==> config.mk <==
export PLATFORM = sky130hd
export DESIGN_NAME = demux_burst_sched
export DESIGN_NICKNAME = d
export VERILOG_FILES = /design/src/rtl/demux_burst_sched.sv
export SDC_FILE = /design/constraint.sdc
export NUM_CORES = 1
export LEC_CHECK = 0
export ABC_AREA = 1
export CORE_ASPECT_RATIO = 0.9
export CORE_MARGIN = 2
export CORE_UTILIZATION = 41
export DETAILED_ROUTE_END_ITERATION = 16
export PLACE_DENSITY = 0.92
export SETUP_SLACK_MARGIN = 0.2
export SYNTH_ARGS = -nofsm -noshare
export SYNTH_HDL_FRONTEND = slang
export SYNTH_SLANG_ARGS = --single-unit
==> constraint.sdc <==
create_clock -name clk -period 1.9 [get_ports clk]
set_input_delay 0.57 -clock clk [delete_from_list [all_inputs] [get_ports clk]]
set_output_delay 0.57 -clock clk [all_outputs]
set_load 0.005 [all_outputs]
==> src/rtl/demux_burst_sched.sv <==
// Round-robin burst scheduler driving the select lines of a 1:4 demux.
// Grants BURST beats at a time to enabled channels, with valid/ready flow control.
module demux_burst_sched #(
    parameter int unsigned DW    = 8,
    parameter int unsigned BURST = 4
) (
    input  logic          clk,
    input  logic          rst_n,
    input  logic [3:0]    ch_en,
    input  logic          in_valid,
    input  logic [DW-1:0] in_data,
    output logic          in_ready,
    input  logic [3:0]    out_ready,
    output logic [3:0]    out_valid,
    output logic [DW-1:0] out_data,
    output logic [1:0]    sel,
    output logic          busy,
    output logic          burst_done
);

    localparam int unsigned CW = (BURST > 1) ? $clog2(BURST) : 1;
    localparam logic [CW-1:0] CNT_LAST = CW'(BURST - 1);

    typedef enum logic {
        IDLE = 1'b0,
        XFER = 1'b1
    } state_t;

    state_t        state;
    logic [1:0]    last_grant;
    logic [CW-1:0] cnt;
    logic [1:0]    next_grant;
    logic          beat;

    // First enabled channel after last_grant; last_grant itself has lowest priority.
    always_comb begin
        next_grant = last_grant;
        for (int k = 4; k >= 1; k--) begin
            if (ch_en[last_grant + 2'(k)]) begin
                next_grant = last_grant + 2'(k);
            end
        end
    end

    assign beat     = (state == XFER) && in_valid && out_ready[sel];
    assign in_ready = (state == XFER) && out_ready[sel];
    assign out_data = in_data;

    always_comb begin
        out_valid = 4'b0000;
        if (state == XFER) begin
            out_valid[sel] = in_valid;
        end
    end

    always_ff @(posedge clk or negedge rst_n) begin
        if (!rst_n) begin
            state      <= IDLE;
            sel        <= 2'd0;
            last_grant <= 2'd3;
            cnt        <= '0;
            busy       <= 1'b0;
            burst_done <= 1'b0;
        end else begin
            burst_done <= 1'b0;
            case (state)
                IDLE: begin
                    // ch_en only matters here, so mid-burst mask changes wait for the next grant
                    if (in_valid && (ch_en != 4'b0000)) begin
                        state      <= XFER;
                        busy       <= 1'b1;
                        sel        <= next_grant;
                        last_grant <= next_grant;
                        cnt        <= '0;
                    end
                end
                XFER: begin
                    if (beat) begin
                        if (cnt == CNT_LAST) begin
                            state      <= IDLE;
                            busy       <= 1'b0;
                            cnt        <= '0;
                            burst_done <= 1'b1;
                        end else begin
                            cnt <= cnt + CW'(1);
                        end
                    end
                end
                default: begin
                    state <= IDLE;
                    busy  <= 1'b0;
                end
            endcase
        end
    end

endmodule

; ---- Word-level counts from Yosys, hierarchy flattened
; Cells that the tools add are included.
[totals]
ff_bits = 9
out_inout_bits = 17
[op_classes]
add_sub_neg = 4
order_cmp = 5
n_eq_ne = 4
mux = 29
bitwise_logic = 2
reduce_logical = 9
[ops]
columns = op, count
row1 = 2-to-1 mux 1 bit, 14
row2 = "less-than comparator 2 x 3 -> 1 bit, second input constant", 4
row3 = 2-to-1 mux 2 bit, 6
row4 = binary-select mux 1 bit (select 2 bit), 4
row5 = logical AND 1 bit, 5
row6 = "adder 2 x 1 -> 2 bit, second input constant", 2
row7 = "adder 2 bit, second input constant", 2
row8 = AND 4 bit, 1
row9 = 2-to-1 mux 4 bit, 1
row10 = "!= test 2 x 1 -> 1 bit, second input constant", 2
row11 = case mux 1 bit (2 select lines), 2
row12 = case mux 2 bit (2 select lines), 1
row13 = AND reduction 2 bit, 2
row14 = nonzero test 4 bit, 1
row15 = AND reduction 3 bit, 1
row16 = demux 1 bit (select 2 bit), 1
row17 = "== test 2 bit, second input constant", 1
row18 = "greater-or-equal comparator 2 x 1 -> 1 bit, second input constant", 1
row19 = "!= test 2 bit, second input constant", 1
row20 = inverter 1 bit, 1

; ---- Longest topological paths before layout
[logic_depth]
ltp_word = 6
mapped_depth = 11
mapped_depth_nobuf = 10

; ---- Worst setup path before layout
; OpenSTA, ideal clock, no wires.
[synth_path]
path_kind = in2out
start = input port out_ready[2]
end = output port in_ready
arrival_time_ns = 0.899
slack_ns = 0.431
stages = 4
cell_sequence = nand3_1 -> nand4_1 -> inv_1 -> nor2_1
[synth_via]
elab_chain_cells = 3
[synth_lines]
columns = element, line
row1 = start: declaration, 13  ; input logic [3:0] out_ready,
row2 = binary-select mux 1 bit (select 2 bit), 46  ; assign in_ready = (state == XFER) && out_ready[sel];
row3 = 2-to-1 mux 1 bit (implied by the code), 46
row4 = logical AND 1 bit, 46
row5 = end: declaration, 12  ; output logic in_ready,
; No other way between the ends. The select of a mux whose other input is x is not followed.

; ---- Worst setup path in the final report
[layout_path]
start = input port out_ready[3]
end = output port in_ready
; Same word-level chain as after synthesis.

==> out/qor.yml <==
outcome:
  status: "complete, no violations"
layout:
  final_area_sq_um: 906
  area.growth.synth_to_final_pct: 33.6
  diodes: 0
  nets: 141
  layout-drive-gt1-share_pct: 29.2
yosys:
  synth_edf_count: 0
  synth_compound_area_share_pct: 6.64
  syn-num-nets: 119
  syn-cell-area_sq_um: 678
  ys_ff_latch: 9
  synthCells: 99
  yosysTopAreaCell: "dfrtp_1"
  ys_seq_area_share_pct: 33.6
  yosysMostFrequentCell: "nand2_1"
  synth_cell_types: 21
  synth_fa_ha_area_share_pct: 1.85
  syn_avg_cell_area_sq_um: 6.85
  synthTopCellsByArea: "dfrtp_1, nand2_1, buf_4, dfstp_2, nand3_1"
  yosys.area_share.xor_xnor_pct: 0
  synth_top_family_by_area: "simple AND/OR/NAND/NOR gates"
  async_flop_share_pct: 100
  yosys.area_share.simple_pct: 39.3
  synth_mux_area_share_pct: 0
  synth_commonest_cells: "nand2_1, inv_1, nand3_1, buf_4, dfrtp_1"
  synth_ff_type: "dfrtp_1"
  synth_top_area_share_pct: 25.8
  ys_warn_count: 0
worst_setup_path:
  startpoint: "out_ready[3]"
  cp_slowest_cell: "dlygate4sd2_1"
  path_cells: "dlygate4sd2_1 -> nand3_1 -> nand4_1 -> inv_1 -> nor2_1 -> buf_2"
  max_stage_delay_ns: 0.25
  crit_arrival_ns: 1.24
  cp_max_fo: 2
  critPathKind: "input pin to output pin"
  reg2reg_from: "last_grant[0]"
  endpoint_kind: "output pin"
  crit_required_ns: 1.33
  startpoint_type: "input pin"
grt:
  antenna_found_initial: 0
  grt_max_degree: 10
  first_global_vias: 623
  track_usage_pct: 18.4
  grt_pass1_wl_mm: 2.56
  grt-ovfl-total: 0
timing:
  hold_viol: 0
  setup_ws_ns: 0.0862
  finalSetupViolCount: 0
  post-route-min-period_ns: 1.81
  rsz0062_at_grt: "true"
  fin_skew_ns: 0.000761
  drv_slew: 0
  post-route-period-util_pct: 95.5
  worst_slew_pin_slew_ns: 0.433
  fmax_mhz: 551
  worst_slew_margin_rel_pct: 71.1
routing:
  wl_mm: 1.86
  avgViaCountPerCell: 5.06
  detail_route.drc_violations: 0
  ant_nets: 0
  post_drt_wl_per_cell_um: 13.1
  first_pass_iters: 4
  drt_iter0_markers: 14
  vias: 718
clock_network:
  cts_hold_buffers: 0
  cts_buffers: 3
  clock-sinks: 9
  insertion_delay_ns: 0.26
  cts_root_buffer: "clkbuf_4"
  ctsHtreeMaxLevel: 1
  max-clock-path-buffers: 2
  cts_tree: "done"
  cts.clk_slew.worst_paths_ns: 0.06
placement:
  dpl.hpwl_mm: 1.40
  pre_cts_ws_ns: -0.648
  placed_area_sq_um: 862
  globalplace.congestion: 0.932
  portBuffers: 19
power:
  ir_worst_vdd_v: 0.000702
  p_leak_nw: 0.490
  power_density_nw_per_um2: 1580
floorplanning:
  placementRows: 13
  core_region_area_sq_um: 1500
  die-area_sq_um: 2000
  die_h_um: 42.6
  start_util_pct: 45.3
  io_pins: 36
  die_w_um: 46.9
worst_hold_path:
  hold_class: "flop to flop"
  min_from: "busy"
flow_run:
  max_cap_viol_count: 0
critical path: cells and delay by family:
family	cells	cell delay (ns)
buffers and inverters	3	0.45
and+or+nand+nor	3	0.23
power breakdown:
group	leakage (nW)	internal [mW]	switching, mW
combinational	0.372	0.384	0.479
sequential	0.103	0.298	0.126
clock	0.0150	0.0809	0.0661
final timing paths:
kind | endpoint | slack (ns) | cells past startpoint
min | busy | 0.51 | 2
max in group asynchronous | last_grant[1] | 0.95 | 1
max reg2reg | sel[1] | 0.41 | 7
max | in_ready | 0.09 | 6
min in group asynchronous | cnt[1] | 0.62 | 1
min reg2reg | busy | 0.51 | 2
what timing repair did:
item / CTS / global route
cloned: 0 / 0
setup endpoints to repair: 7 / 7
pin swaps: 6 / 5
buffers inserted: 2 / 0
resized for setup: 32 / 8
sequential cells by signal, summed over array words and instances (netlist names):
signal      flops
burst_done      1
busy            1
cnt             2
last_grant      2
sel             2
state           1
cell type report:
cell class / count / area, sq um
fillers: 147 / 591
flip-flops and latches: 9 / 229
clock buffers: 4 / 26.3
multi-input cells: 67 / 357
repair buffers: 26 / 211
well taps: 22 / 27.5
inverters: 14 / 55.1
cells by family (layout without fill, tap and decap cells):
group | count (synthesis) | count (layout)
and+or+nand+nor | 57 | 57
buffers and inverters | 23 | 44
DFF | 9 | 9
adders and majority gates | 1 | 1
AOI/OAI and AO/OA | 9 | 9
through the flow:
stage | setup TNS, ns | hold WS, ns | util (%) | std cells | power, mW
floorplan | 0 | 0.274 | - | 99 | 0.918
global placement | -2.84 | 0.474 | 57.6 | 136 | 1.20
detailed placement | -3.06 | 0.475 | 57.6 | 136 | 1.25
CTS | 0 | 0.518 | 59.7 | 142 | 1.41
global route | 0 | 0.539 | 60.5 | 142 | 1.55
finish | 0 | 0.508 | 60.5 | 142 | 1.43
cells in the final DEF (no fill, tap or decap), types with 2 or more instances in the layout:
| cell | n |
|---|---|
| a21oi_1 | 5 |
| o21ai_1 | 2 |
| o21ai_0 | 2 |
| nand2_1 | 30 |
| nand3_1 | 8 |
| clkdlybuf4s50_1 | 6 |
| inv_2 | 4 |
| inv_1 | 9 |
| dfstp_2 | 2 |
| nor3_2 | 3 |
| buf_2 | 5 |
| nand3_2 | 3 |
| nor2_1 | 6 |
| buf_4 | 6 |
| clkbuf_4 | 3 |
| dfrtp_1 | 6 |
| dlygate4sd2_1 | 6 |
routing by layer:
metal,track usage (%),up-vias,wire length (um)
met4,12.2,0,64
met3,2.16,7,139
li1,-,348,-
met1,21.7,326,667
met2,29.9,37,989
met5,0,-,0
No activity file was read; power rests on OpenSTA's default activity.
